<file path="config.mk">
export PLATFORM = sky130hd
export DESIGN_NAME = pe2_req_drain
export DESIGN_NICKNAME = d
export VERILOG_FILES = /design/src/rtl/pe2_req_drain.sv
export SDC_FILE = /design/constraint.sdc
export NUM_CORES = 1
export LEC_CHECK = 0
export ABC_AREA = 1
export BUFFER_PORTS_ARGS = -buffer_cell sky130_fd_sc_hd__buf_4
export CAP_MARGIN = 20
export CORE_MARGIN = 10
export CORE_UTILIZATION = 40
export CTS_BUF_LIST = sky130_fd_sc_hd__clkbuf_8
export DETAILED_ROUTE_END_ITERATION = 8
export PLACE_DENSITY = 0.78
export SLEW_MARGIN = 20
export SYNTH_ARGS = -nofsm -noshare
export SYNTH_HDL_FRONTEND = slang
export SYNTH_SLANG_ARGS = --single-unit
</file>
<file path="constraint.sdc">
create_clock -name CLK -period 1.5 [get_ports CLK]
set_input_delay 0.075 -clock CLK [delete_from_list [all_inputs] [get_ports CLK]]
set_output_delay 0.075 -clock CLK [all_outputs]
set_load 0.01 [all_outputs]
</file>
<file path="src/rtl/pe2_req_drain.sv">
// Pending-request vector drained two-wide through lowest/second-lowest bit lanes.
// Define PE2_REQ_DRAIN_PERF_EN to add the saturating perf_grant_cnt output.
module pe2_req_drain #(
    parameter int WIDTH = 8,
    localparam int IW = $clog2(WIDTH)
) (
    input  logic             CLK,
    input  logic             nRST,
    input  logic             set_valid,
    input  logic [WIDTH-1:0] set_vec,
    input  logic             flush,
    output logic             lane0_valid,
    output logic [WIDTH-1:0] lane0_one_hot,
    output logic [IW-1:0]    lane0_index,
    input  logic             lane0_ready,
    output logic             lane1_valid,
    output logic [WIDTH-1:0] lane1_one_hot,
    output logic [IW-1:0]    lane1_index,
    input  logic             lane1_ready,
    output logic [WIDTH-1:0] pend_vec,
    output logic             empty
`ifdef PE2_REQ_DRAIN_PERF_EN
    ,
    output logic [15:0]      perf_grant_cnt
`endif
);

    logic [WIDTH-1:0] pend_q, pend_d;
    logic [WIDTH-1:0] rest;
    logic             acc0, acc1;

    function automatic logic [IW-1:0] enc(input logic [WIDTH-1:0] oh);
        logic [IW-1:0] r;
        r = '0;
        for (int i = 0; i < WIDTH; i++) begin
            if (oh[i]) r = r | IW'(i);
        end
        return r;
    endfunction

    // x & -x isolates the lowest set bit; apply twice for the second lane
    always_comb begin
        lane0_one_hot = pend_q & (~pend_q + WIDTH'(1));
        rest          = pend_q & ~lane0_one_hot;
        lane1_one_hot = rest & (~rest + WIDTH'(1));
        lane0_valid   = |pend_q;
        lane1_valid   = |rest;
        lane0_index   = enc(lane0_one_hot);
        lane1_index   = enc(lane1_one_hot);
        pend_vec      = pend_q;
        empty         = ~|pend_q;
    end

    always_comb begin
        acc0   = lane0_valid & lane0_ready;
        acc1   = lane1_valid & lane1_ready & lane0_ready;
        pend_d = pend_q;
        if (flush) begin
            pend_d = '0;
        end else begin
            pend_d = pend_q
                   & ~(acc0 ? lane0_one_hot : '0)
                   & ~(acc1 ? lane1_one_hot : '0);
            if (set_valid) pend_d = pend_d | set_vec;
        end
    end

    always_ff @(posedge CLK or negedge nRST) begin
        if (!nRST) pend_q <= '0;
        else       pend_q <= pend_d;
    end

`ifdef PE2_REQ_DRAIN_PERF_EN
    logic [15:0] cnt_q, cnt_d;
    logic [16:0] cnt_sum;

    always_comb begin
        cnt_sum = {1'b0, cnt_q} + 17'(acc0) + 17'(acc1);
        cnt_d   = cnt_sum[16] ? 16'hFFFF : cnt_sum[15:0];
    end

    always_ff @(posedge CLK or negedge nRST) begin
        if (!nRST) cnt_q <= '0;
        else       cnt_q <= cnt_d;
    end

    assign perf_grant_cnt = cnt_q;
`endif

endmodule
</file>
* Yosys cells after proc, flatten, opt, wreduce, memory -nomap -nowiden
Cells that the tools add are included.
** Word-level totals
- Flip-flop bits (word level) :: 8
- Word-level logic and storage cells :: 38
** Cells by class
- Add/subtract/negate cells :: 2
- Multiplexer cells :: 18
- Bitwise gates (word level) :: 14
- Reduce and logical (&&, ||, !) cells :: 3
** Operators by type and width (number)
- bitwise AND 8 bit :: 5
- inverter 8 bit :: 5
- two-way mux 8 bit :: 4
- two-way mux 3 bit :: 8
- adder 8 x 1 -> 8 bit, second input constant :: 2
- OR reduction 8 bit :: 2
- two-way mux 2 bit :: 4
- OR 8 bit :: 1
- bitwise AND 1 bit :: 3
- two-way mux 1 bit :: 2
- zero test 1 bit :: 1

* Logic depth before layout (Yosys ltp)
Gate-level depths: netlist of run 1.
- Depth in word-level cells :: 15
- Mapped depth :: 9
- Gate-level depth less buffers :: 9

* Worst setup path after synthesis of run 1
OpenSTA, ideal clock, no wires.
- Path kind :: flip-flop to flip-flop
- From :: register pend_q[0] (netlist: pend_vec[0])
- To :: register pend_q[4] (netlist: pend_vec[4])
- Library setup time :: 0.122 ns
- Data arrival time :: 1.398 ns
- Required time :: 1.378 ns
- Setup slack :: -0.020 ns
- Stages on the path, launching flop included :: 9
- Cell sequence :: dfrtp_1 > nor2_4 > nor2_1 > nor2_2 > nand2_1 > nor2_1 > nand3_1 > nand2_1 > a21oi_2
** Between the ends
- Cells in the longest elaborated chain, start to end :: 14
- Elaborated cells on any way between the ends :: 22
- Classes of those cells :: add/sub (2); mux (4); bitwise (14); reduce/logical (2)
** RTL lines
- start, declared :: line 28 : logic [WIDTH-1:0] pend_q, pend_d;
- start signal, assigned :: line 70 : else pend_q <= pend_d;
- inverter 8 bit :: line 43 : lane0_one_hot = pend_q & (~pend_q + WIDTH'(1));
- adder 8 x 1 -> 8 bit :: line 43
- bitwise AND 8 bit :: line 43
- inverter 8 bit :: line 44 : rest = pend_q & ~lane0_one_hot;
- bitwise AND 8 bit (*) :: line 44
- inverter 8 bit :: line 45 : lane1_one_hot = rest & (~rest + WIDTH'(1));
- adder 8 x 1 -> 8 bit :: line 45
- bitwise AND 8 bit (*) :: line 45
- via lane1_one_hot[4] :: line 17 : output logic [WIDTH-1:0] lane1_one_hot,
- two-way mux 8 bit (*) :: line 63 : & ~(acc1 ? lane1_one_hot : '0);
- inverter 8 bit (*) :: line 63
- bitwise AND 8 bit (*) :: line 63
- OR 8 bit :: line 64 : if (set_valid) pend_d = pend_d | set_vec;
- two-way mux 8 bit (*) :: line 64
- two-way mux 8 bit (*) :: line 58 : if (flush) begin
- via pend_d[4] :: line 28
Mark *: on every way through the listed nets, which the timed path passes. The rest lies on a longest branch.

* Worst setup path after layout of run 1
- From :: register pend_q[0] (netlist: pend_vec[0])
- To :: output port lane1_index[2]
** Between the ends
- Cells in the longest elaborated chain, start to end :: 12
** RTL lines
- inverter 8 bit :: line 43
- adder 8 x 1 -> 8 bit :: line 43
- bitwise AND 8 bit :: line 43
- inverter 8 bit :: line 44
- bitwise AND 8 bit (*) :: line 44
- inverter 8 bit :: line 45
- adder 8 x 1 -> 8 bit :: line 45
- bitwise AND 8 bit (*) :: line 45
- two-way mux 3 bit (3 in series) :: line 36 : if (oh[i]) r = r | IW'(i);
- two-way mux 3 bit (*) :: line 36
- end, declared :: line 18 : output logic [IW-1:0] lane1_index,
Mark *: on every way between the ends. The rest lies on a longest branch, timed or not.

==> key figures, run 1 <==
Power
  – VDD IR max: 662 uV
  – Power Dens Cells: 811 nW/um^2
  – P_leak: 0.853 nW
  – Seq pwr share: 0.198
  – Pint: 778 uW
  – Net Sw Frac: 0.394
  – Comb pwr share: 0.611
  – Power share of the clock group: 0.191
  – Switching pwr: 506 uW

Detailed routing
  – DRT iter0 DRCs: 55
  – Vias: 1133
  – Antenna viol nets, final: 0
  – Total Wirelength: 3.61 mm
  – WL per Instance: 16.3 um
  – Via density: 5.13
  – DRC viols: 0
  – First-pass iteration count of the detailed router: 4

Critical path
  – R2R Setup Slk: -0.21 ns
  – Worst path arrival time: 1.77 ns
  – Setup CP Type: reg -> out
  – Worst Setup EP: lane1_index[2]
  – Worst reg-to-reg path cell count: 10
  – Startpoint types: flop
  – Worst R2R Start: pend_vec[0]
  – Critical Path Start: pend_vec[0]
  – Slowest cell on crit path: dfrtp_1
  – Worst-path cell chain: nor2_4 -> nand2_2 -> nand2_2 -> nand3_4 -> buf_4 -> nor2_4 -> nor2_1 -> nand3_1 -> buf_4
  – CP peak stage delay: 0.41 ns
  – Data required time of the worst path: 1.42 ns
  – CP endpoint kind: output pin
  – Worst-path maximum fanout: 7
  – FF-to-FF End: pend_vec[2]

STA
  – Final setup viols: 25
  – Setup Skew: 0.00128 ns
  – Maximum clock frequency: 541 MHz
  – Unrepaired setup endpoints after global routing: yes
  – Final hold vios: 0
  – Final period util: 1.23
  – Fin. max-slew vios: 0
  – Sum of negative setup slack: -4.42 ns
  – Min cycle time layout: 1.85 ns
  – Worst setup margin: -0.347 ns

Logic synthesis
  – Yosys cell types: 22
  – Synth Area per Inst: 6.19 um^2
  – Cell Area, Synth: 779 um^2
  – Post-synthesis register bit count: 8
  – Mapped Nets: 140
  – Area contributors post-synth: dfrtp_1 (26%), nand2_1 (14%), inv_1 (12%)
  – Post-synthesis sequential area ratio: 0.257
  – Yosys top cell area share: 0.257
  – Post-synthesis cell count: 126
  – Area leader, netlist: dfrtp_1
  – Synth Warn #: 0

Die
  – Die W: 64.1 um
  – # rows: 15
  – Die ar.: 4110 um^2
  – # IOs: 47
  – Die span in y: 64.1 um
  – Core area: 1780 um^2
  – Initial core utilization: 0.437

Clock tree
  – TritonCTS buffer count: 3
  – H-tree depth: 1
  – CTS Buffer Depth: 2
  – Clk_lat worst skew: 0.22 ns
  – Clock Root Buffer: clkbuf_8
  – Clock Pin Slew Worst Setup and Hold Paths: 0.04 ns
  – Sink Count: 8
  – CTS tree: done

Placement
  – Post-DP HPWL: 2.45 mm
  – Placer Congestion: 0.829
  – Port bufs: 45
  – Cell Count Post-Placement: 206

Worst hold path
  – Cells on Worst Hold Path: 2
  – Worst Hold Class: in -> reg

Run
  – Number of max-cap violations: 0

Global route
  – Vias in the first global route: 1063
  – Largest net degree at the start of global routing: 9
  – First-pass GRT wire length: 4.89 mm
  – Global route overflow: 0
  – Initial antenna violation count: 0
  – Tot GR Track Use: 0.144

Layout
  – Area growth from synthesis to layout: 103%
  – Diode count: 0
  – Number of flip-flops in the largest register: 8
  – Final non-filler cell total: 221
  – Share of layout cells above drive strength 1: 0.612
  – Nets: 212
  – Final Core Density: 0.888

Outcome
  – Failing checks: setup timing
  – Status: finished, violations left
power groups by stage:
stage                     clock (mW)  combinational [mW]  sequential [mW]
after floorplan                    0               0.282            0.264
after global placement             0               0.556            0.253
after detailed placement           0               0.564            0.253
after CTS                      0.250               0.677            0.252
after global routing           0.260               0.830            0.256
final                          0.246               0.784            0.254
per-layer routing:
layer / track usage / routed length, um
met5: 0 / 0
met4: 0.0455 / 115
met3: 0.0418 / 283
met2: 0.272 / 1870
met1: 0.148 / 1350
worst max-delay path, delay by kind of cell, from the launching register on:
family	cells	cell delay [ns]
buffers and inverters	2	0.29
flip-flops	1	0.41
AND/OR/NAND/NOR	7	0.85
area by class of cell:
type / count / area, um^2
flip-flops and latches: 8 / 200
multi-input cells: 90 / 612
repair buffers: 71 / 603
inverters: 24 / 95.1
fillers: 77 / 200
well taps: 25 / 31.3
clock buffers: 3 / 41.3
Yosys cell counts:
| cell | number |
|---|---|
| nor2_1 | 16 |
| nand2_4 | 1 |
| nand2_1 | 30 |
| o21ai_0 | 3 |
| buf_4 | 2 |
| nor2_8 | 1 |
| nand3_4 | 1 |
| nor3_1 | 2 |
| a21oi_1 | 7 |
| dfrtp_1 | 8 |
| o21ai_1 | 2 |
| clkbuf_2 | 1 |
| inv_1 | 24 |
| nor2_4 | 1 |
| nor2_2 | 5 |
| nand3_1 | 10 |
| nand4_1 | 3 |
| o211ai_1 | 1 |
| conb_1 | 1 |
| clkdlybuf4s25_2 | 1 |
| a21oi_2 | 3 |
| nand2_2 | 3 |
cells by family (layout without fill, tap and decap cells):
| logic type | Yosys count | after routing | synth area share |
|---|---|---|---|
| AO/OA/AOI/OAI | 16 | 16 | 0.120 |
| AND/OR/NAND/NOR | 73 | 73 | 0.464 |
| buffers and inverters | 28 | 98 | 0.154 |
| other | 1 | 1 | 0.00481 |
| flip-flops | 8 | 8 | 0.257 |
worst min path at each step:
stage,slack (ns),startpoint,endpoint
6_report,0.07,flush,pend_vec[4]
5_1_grt,0.06,flush,pend_vec[4]
4_1_cts,0.06,flush,pend_vec[4]
3_5_place_dp,-0.10,nRST,pend_vec[2]
3_3_place_gp,-0.11,nRST,pend_vec[2]
2_1_floorplan,-0.22,nRST,pend_vec[0]
cell usage in the layout (no fill, tap or decap), types with 2 or more instances in the layout:
cell type  synthesis  final
inv_2              0      6
buf_4              2     52
nor2_4             1      9
nand3_2            0      3
inv_1             24     17
o21ai_0            3      3
dfrtp_1            8      8
o21ai_2            0      2
nand4_1            3      3
nor2_2             5      4
nand3_1           10      6
nand2_2            3     11
nor2_1            16      9
buf_6              0     18
nand2_1           30     20
nand3_4            1      2
a21oi_2            3      3
clkbuf_8           0      3
nand2_4            1      2
a21oi_1            7      7
timing repair:
action / CTS / global route
endpoints found under the setup margin: 18 / 27
hold buffers: 1 / 0
setup buffers: 5 / 7
gates resized for setup: 36 / 27
endpoints found under the hold margin: 8 / 0
pin swaps: 15 / 11
through the flow:
step	hold WS [ns]	instance area, um^2	total power [mW]	setup WS [ns]
3_3_place_gp	-0.106	1230	0.808	-0.0405
3_5_place_dp	-0.105	1230	0.818	-0.101
4_1_cts	0.0636	1440	1.18	-0.270
5_1_grt	0.0629	1580	1.35	-0.434
2_1_floorplan	-0.221	787	0.546	0.00482
6_report	0.0688	1580	1.28	-0.347
(Power assumes the default switching activity.)
==> run 2, diff against run 1 <==
--- a/config.mk
+++ b/config.mk
@@ -9,10 +9,10 @@
 export BUFFER_PORTS_ARGS = -buffer_cell sky130_fd_sc_hd__buf_4
 export CAP_MARGIN = 20
 export CORE_MARGIN = 10
-export CORE_UTILIZATION = 40
+export CORE_UTILIZATION = 44
 export CTS_BUF_LIST = sky130_fd_sc_hd__clkbuf_8
 export DETAILED_ROUTE_END_ITERATION = 8
-export PLACE_DENSITY = 0.78
+export PLACE_DENSITY = 0.81
 export SLEW_MARGIN = 20
 export SYNTH_ARGS = -nofsm -noshare
 export SYNTH_HDL_FRONTEND = slang
==> constraint.sdc (replaced) <==
create_clock -name CLK -period 1.98 [get_ports CLK]
set_input_delay 0.099 -clock CLK [delete_from_list [all_inputs] [get_ports CLK]]
set_output_delay 0.099 -clock CLK [all_outputs]
set_load 0.01 [all_outputs]
==> run 2 against run 1 <==
Against the previous run:
- the run now ends clean
- clock skew about the same
- flip-flop and latch count unchanged
- largest power group unchanged
- critical endpoint is now lane1_index[1]
- register-to-register slack improved by 0.45 ns
- highest routed layer unchanged
- critical path type unchanged
- combinational power is 48% lower
==> key figures, run 2 (synthesis results as in run 1) <==
Worst hold path
  – Hold Startpoint: flush (unchanged)
  – Worst Hold Class: in -> reg (unchanged)
  – Cells on Worst Hold Path: 2 (unchanged)
  – Hold endpoint: pend_vec[3] (was pend_vec[4])

Detailed routing
  – DRT iter0 DRCs: 24 (was 55)
  – First-pass iteration count of the detailed router: 4 (unchanged)
  – Via density: 4.88 (was 5.13)
  – WL per Instance: 12.9 um (was 16.3 um)
  – DRC viols: 0 (unchanged)
  – Antenna viol nets, final: 0 (unchanged)
  – Vias: 961 (was 1133)
  – Total Wirelength: 2.54 mm (was 3.61 mm)

Die
  – Core area: 1710 um^2 (was 1780 um^2)
  – Die span in y: 62.1 um (was 64.1 um)
  – Die W: 62.1 um (was 64.1 um)
  – # rows: 15 (unchanged)
  – Initial core utilization: 0.456 (was 0.437)
  – # IOs: 47 (unchanged)
  – Die ar.: 3860 um^2 (was 4110 um^2)

Placement
  – Post-DP HPWL: 2.21 mm (was 2.45 mm)
  – Placer Congestion: 0.878 (was 0.829)
  – Cell Count Post-Placement: 192 (was 206)
  – Port bufs: 45 (unchanged)

Layout
  – Most frequent cells in the layout: buf_4 (45), nand2_1 (28), inv_1 (24) (was buf_4 (52), nand2_1 (20), buf_6 (18))
  – Fill cells: 161 (was 77)
  – Diode count: 0 (unchanged)
  – Nets: 188 (was 212)
  – Number of flip-flops in the largest register: 8 (unchanged)
  – Final non-filler cell total: 197 (was 221)
  – Area growth from synthesis to layout: 54.6% (was 103%)
  – Commonest non-fill, non-tap cell in the layout: buf_4 (unchanged)
  – Share of layout cells above drive strength 1: 0.407 (was 0.612)

Critical path
  – Data required time of the worst path: 1.88 ns (was 1.42 ns)
  – Worst-path maximum fanout: 7 (unchanged)
  – Startpoint types: flop (unchanged)
  – Worst R2R Start: pend_vec[1] (was pend_vec[0])
  – Worst path arrival time: 1.79 ns (was 1.77 ns)
  – CP endpoint kind: output pin (unchanged)
  – Worst reg-to-reg path cell count: 9 (was 10)
  – Setup CP Type: reg -> out (unchanged)
  – FF-to-FF End: pend_vec[6] (was pend_vec[2])
  – R2R Setup Slk: 0.24 ns (was -0.21 ns)

Global route
  – Initial antenna violation count: 0 (unchanged)
  – Global route overflow: 0 (unchanged)
  – First-pass GRT wire length: 3.73 mm (was 4.89 mm)
  – Vias in the first global route: 910 (was 1063)
  – Largest net degree at the start of global routing: 9 (unchanged)
  – Tot GR Track Use: 0.128 (was 0.144)

Power
  – VDD IR max: 491 uV (was 662 uV)
  – P_leak: 0.702 nW (was 0.853 nW)
  – Power Dens Cells: 660 nW/um^2 (was 811 nW/um^2)

STA
  – Final hold vios: 0 (unchanged)
  – Fin Hold WS: 0.0874 ns (was 0.0688 ns)
  – Setup Skew: 0.00113 ns (was 0.00128 ns)
  – Final setup viols: 0 (was 25)
  – Maximum clock frequency: 528 MHz
  – Final period util: 0.956
  – Min cycle time layout: 1.89 ns
  – Fin. max-slew vios: 0 (unchanged)

Run
  – Number of max-cap violations: 0 (unchanged)

Clock tree
  – TritonCTS buffer count: 3 (unchanged)
  – Sink Count: 8 (unchanged)
  – H-tree depth: 1 (unchanged)
  – CTS Buffer Depth: 2 (unchanged)
  – CTS tree: done (unchanged)
  – Clock Pin Slew Worst Setup and Hold Paths: 0.04 ns (about the same)
  – Clock Root Buffer: clkbuf_8 (unchanged)
  – Clk_lat worst skew: 0.23 ns (was 0.22 ns)

Outcome
  – Status: finished, final reports clean (was finished, violations left)
run 2: changes by cell type in the layout (fill, tap and decap cells not counted), moves of 3 or more:
| cell | before | now |
|---|---|---|
| buf_6 | 18 | 0 |
| nand2_1 | 20 | 28 |
| nor2_4 | 9 | 1 |
| buf_4 | 52 | 45 |
| inv_1 | 17 | 24 |
| inv_2 | 6 | 0 |
| nand2_2 | 11 | 5 |
| nor2_1 | 9 | 15 |
| nand3_1 | 6 | 9 |
run 2: worst max-delay path by stage:
stage                           to   startpoint  cells past startpoint  slack (ns)
finish              lane1_index[1]  pend_vec[1]                      9        0.09
global route        lane1_index[1]  pend_vec[1]                     10      -0.009
CTS                 lane1_index[1]  pend_vec[0]                     10        0.06
detailed placement  lane1_index[1]  pend_vec[0]                     10        0.30
global placement    lane1_index[1]  pend_vec[0]                     10        0.38
floorplan           lane1_index[1]  pend_vec[0]                      8        0.45
run 2: through the flow:
step	worst slack [ns]	utilization	power, mW	instance area [um^2]	TNS (ns)
floorplan	0.450	-	0.412	779	0
global placement	0.379	0.655	0.574	1120	0
detailed placement	0.299	0.655	0.579	1120	0
CTS	0.0556	0.685	0.775	1170	0
global route	-0.00934	0.705	0.842	1200	-0.00961
finish	0.0875	0.705	0.796	1200	0
run 2: metal layers:
| layer | vias up | global-route usage | share of wire |
|---|---|---|---|
| met1 | 434 | 0.134 | 0.39 |
| met2 | 42 | 0.235 | 0.52 |
| met3 | 5 | 0.0305 | 0.078 |
| met4 | 0 | 0.0573 | 0.014 |
| met5 | - | 0 | 0 |
| li1 | 480 | - | - |
run 2: final cells by class:
type	instances	area (um^2)	share of cell area
multi-input cells	90	472	0.391
repair buffers	47	368	0.305
flip-flops and latches	8	203	0.168
inverters	24	90.1	0.0748
clock buffers	3	41.3	0.0343
well taps	25	31.3	0.0260
run 2: where the power goes:
group | internal, mW | total (mW) | switching (mW) | leakage [nW]
clock network | 0.131 | 0.192 | 0.0608 | 0.0216
logic | 0.187 | 0.408 | 0.221 | 0.578
registers | 0.178 | 0.195 | 0.0177 | 0.102
total | 0.496 | 0.796 | 0.299 | 0.702
run 2: repair_timing:
action	CTS	global route
gates resized for setup	0	6
setup endpoints to repair	0	2
endpoints found under the hold margin	8	0
hold buffers	1	0
setup buffers	0	1
run 2: worst max-delay path: stages, from the launching register on:
cell and delay (ns):
dfrtp_2 0.43, nor2_4 0.22, nor2_2 0.08, nor2_2 0.17, nand3_4 0.12, nor2_8 0.14
buf_12 0.11, nand2_2 0.07, nand3_1 0.09, buf_4 0.12
==> run 3, diff against run 2 <==
==> constraint.sdc (replaced) <==
create_clock -name CLK -period 1.9 [get_ports CLK]
set_input_delay 0.095 -clock CLK [delete_from_list [all_inputs] [get_ports CLK]]
set_output_delay 0.095 -clock CLK [all_outputs]
set_load 0.01 [all_outputs]
==> run 3 against run 2 <==
Against the previous run:
- sequential share of layout area is 1.3 points lower
- combinational power is 16% higher
- utilization is 5.3 points higher
- highest routed layer unchanged
- critical path type unchanged
- non-clock buffer count is 2 higher
- largest cell class unchanged
==> key figures, run 3 (synthesis results as in run 1) <==
Placement
  – Post-DP HPWL: 2.21 mm (unchanged)
  – Port bufs: 45 (unchanged)
  – Cell Count Post-Placement: 192 (unchanged)
  – Post-DP Area: 1120 um^2 (unchanged)
  – Placer Congestion: 0.878 (about the same)

Global route
  – Initial antenna violation count: 0 (unchanged)
  – Tot GR Track Use: 0.130 (was 0.128)
  – Largest net degree at the start of global routing: 9 (unchanged)
  – Vias in the first global route: 928 (was 910)
  – First-pass GRT wire length: 3.77 mm (was 3.73 mm)
  – Global route overflow: 0 (unchanged)

Outcome
  – Status: finished, final reports clean (unchanged)

Worst hold path
  – Hold endpoint: pend_vec[3] (unchanged)
  – Hold Startpoint: flush (unchanged)
  – Cells on Worst Hold Path: 2 (unchanged)
  – Worst Hold Class: in -> reg (unchanged)

Critical path
  – Worst path arrival time: 1.78 ns (was 1.79 ns)
  – Worst R2R Start: pend_vec[0] (was pend_vec[1])
  – FF-to-FF End: pend_vec[6] (unchanged)
  – Worst-path maximum fanout: 6 (was 7)
  – Worst reg-to-reg path cell count: 9 (unchanged)
  – Setup CP Type: reg -> out (unchanged)
  – CP endpoint kind: output pin (unchanged)
  – Data required time of the worst path: 1.80 ns (was 1.88 ns)
  – Worst-path cell chain: nor2_4 -> nor2_4 -> nor2_4 -> nand3_4 -> nor2_8 -> nand3_4 -> nand2_2 -> inv_2 -> nand3_2 -> buf_6 (was nor2_4 -> nor2_2 -> nor2_2 -> nand3_4 -> nor2_8 -> buf_12 -> nand2_2 -> nand3_1 -> buf_4)
  – Critical Path Start: pend_vec[0] (was pend_vec[1])
  – Worst Path Buf+Inv: 2 (unchanged)
  – Most frequent CP cell: nor2_4 (was nor2_2)
  – Largest delay share family, worst path: simple AND/OR/NAND/NOR gates (unchanged)
  – Slowest cell on crit path: dfrtp_2 (unchanged)
  – R2R Setup Slk: 0.18 ns (was 0.24 ns)
  – Startpoint types: flop (unchanged)
  – CP peak stage delay: 0.43 ns (about the same)

Clock tree
  – H-tree depth: 1 (unchanged)
  – CTS tree: done (unchanged)
  – Sink Count: 8 (unchanged)
  – TritonCTS buffer count: 3 (unchanged)
  – Clk_lat worst skew: 0.23 ns (about the same)
  – CTS Buffer Depth: 2 (unchanged)
  – Clock Pin Slew Worst Setup and Hold Paths: 0.04 ns (about the same)
  – Clock Root Buffer: clkbuf_8 (unchanged)

Detailed routing
  – Met2 WL: 1.39 mm (was 1.32 mm)
  – First-pass iteration count of the detailed router: 5 (was 4)
  – Via density: 4.90 (was 4.88)
  – DRC viols: 0 (unchanged)
  – DRT iter0 DRCs: 22 (was 24)
  – Total Wirelength: 2.66 mm (was 2.54 mm)
  – Vias: 975 (was 961)
  – Uppermost layer routed: met4 (unchanged)
  – Routed wl met3: 212 um (was 197 um)
  – WL per Instance: 13.3 um (was 12.9 um)
  – Routed metal-1 wirelength: 1.01 mm (was 981 um)
  – Antenna viol nets, final: 0 (unchanged)

Die
  – Die ar.: 3860 um^2 (unchanged)
  – # rows: 15 (unchanged)
  – Core area: 1710 um^2 (unchanged)
  – Die W: 62.1 um (unchanged)
  – Die span in y: 62.1 um (unchanged)
  – Initial core utilization: 0.456 (unchanged)
  – # IOs: 47 (unchanged)

Layout
  – Diode count: 0 (unchanged)
  – Area growth from synthesis to layout: 66.3% (was 54.6%)
  – Sequential cell area: 201 um^2 (was 203 um^2)
  – Number of flip-flops in the largest register: 8 (unchanged)
  – Nets: 190 (was 188)
  – Commonest non-fill, non-tap cell in the layout: buf_4 (unchanged)
  – Most frequent cells in the layout: buf_4 (43), nand2_1 (24), inv_1 (21) (was buf_4 (45), nand2_1 (28), inv_1 (24))
  – Share of layout cells above drive strength 1: 0.460 (was 0.407)
  – Finished Cell Area: 1300 um^2 (was 1200 um^2)
  – Final non-filler cell total: 199 (was 197)
  – Area of the multi-input gates: 534 um^2 (was 472 um^2)
  – Final Core Density: 0.759 (was 0.705)
  – Fill cells: 142 (was 161)

Power
  – VDD IR max: 520 uV (was 491 uV)
  – Power Dens Cells: 679 nW/um^2 (was 660 nW/um^2)
  – Total power: 881 uW (was 796 uW)
  – P_leak: 0.750 nW (was 0.702 nW)

STA
  – Final hold vios: 0 (unchanged)
  – Final setup viols: 0 (unchanged)
  – Min cycle time layout: 1.87 ns
  – Maximum clock frequency: 534 MHz
  – Unrepaired setup endpoints after global routing: yes
  – Setup Skew: 0.00127 ns (was 0.00113 ns)
  – Fin. max-slew vios: 0 (unchanged)
  – Sum of negative setup slack: 0 ns (unchanged)
  – Final period util: 0.985

Run
  – Number of max-cap violations: 0 (unchanged)
-- run 3: report_power, final --
part           switching (mW)  internal (mW)  leakage, nW
combinational           0.254          0.221        0.624
clock                  0.0631          0.137       0.0216
sequential             0.0210          0.185        0.104
-- run 3: how the worst max path moves through the flow --
stage                          end  slack, ns  depth (start not counted)
finish              lane1_index[1]       0.03                         10
global route        lane1_index[1]      -0.06                         10
CTS                 lane1_index[1]      0.009                         10
detailed placement  lane1_index[1]       0.22                         10
global placement    lane1_index[1]       0.30                         10
floorplan           lane1_index[1]       0.37                          8
-- run 3: what timing repair did --
action	CTS	global route
endpoints found under the hold margin	8	0
setup endpoints to repair	2	4
resized for setup	0	26
pin swaps	1	6
hold buffers	1	0
setup buffers	1	2
-- run 3: metal layers --
layer / vias to the layer above / track usage
met5: - / 0
met4: 0 / 0.0605
met3: 7 / 0.0366
met2: 40 / 0.238
met1: 444 / 0.132
li1: 484 / -
-- run 3: cell type report --
type,instances,area share
multi-input combinational,90,0.412
timing repair buffer,49,0.307
sequential,8,0.155
inverter,24,0.0695
clock buffer,3,0.0319
tap,25,0.0241
-- run 3: per-stage QoR --
stage	hold slack, ns	worst slack (ns)
after floorplan	-0.201	0.374
after global placement	-0.0859	0.303
after detailed placement	-0.0864	0.223
after CTS	0.0814	0.00924
after global routing	0.0848	-0.0634
final	0.0812	0.0285
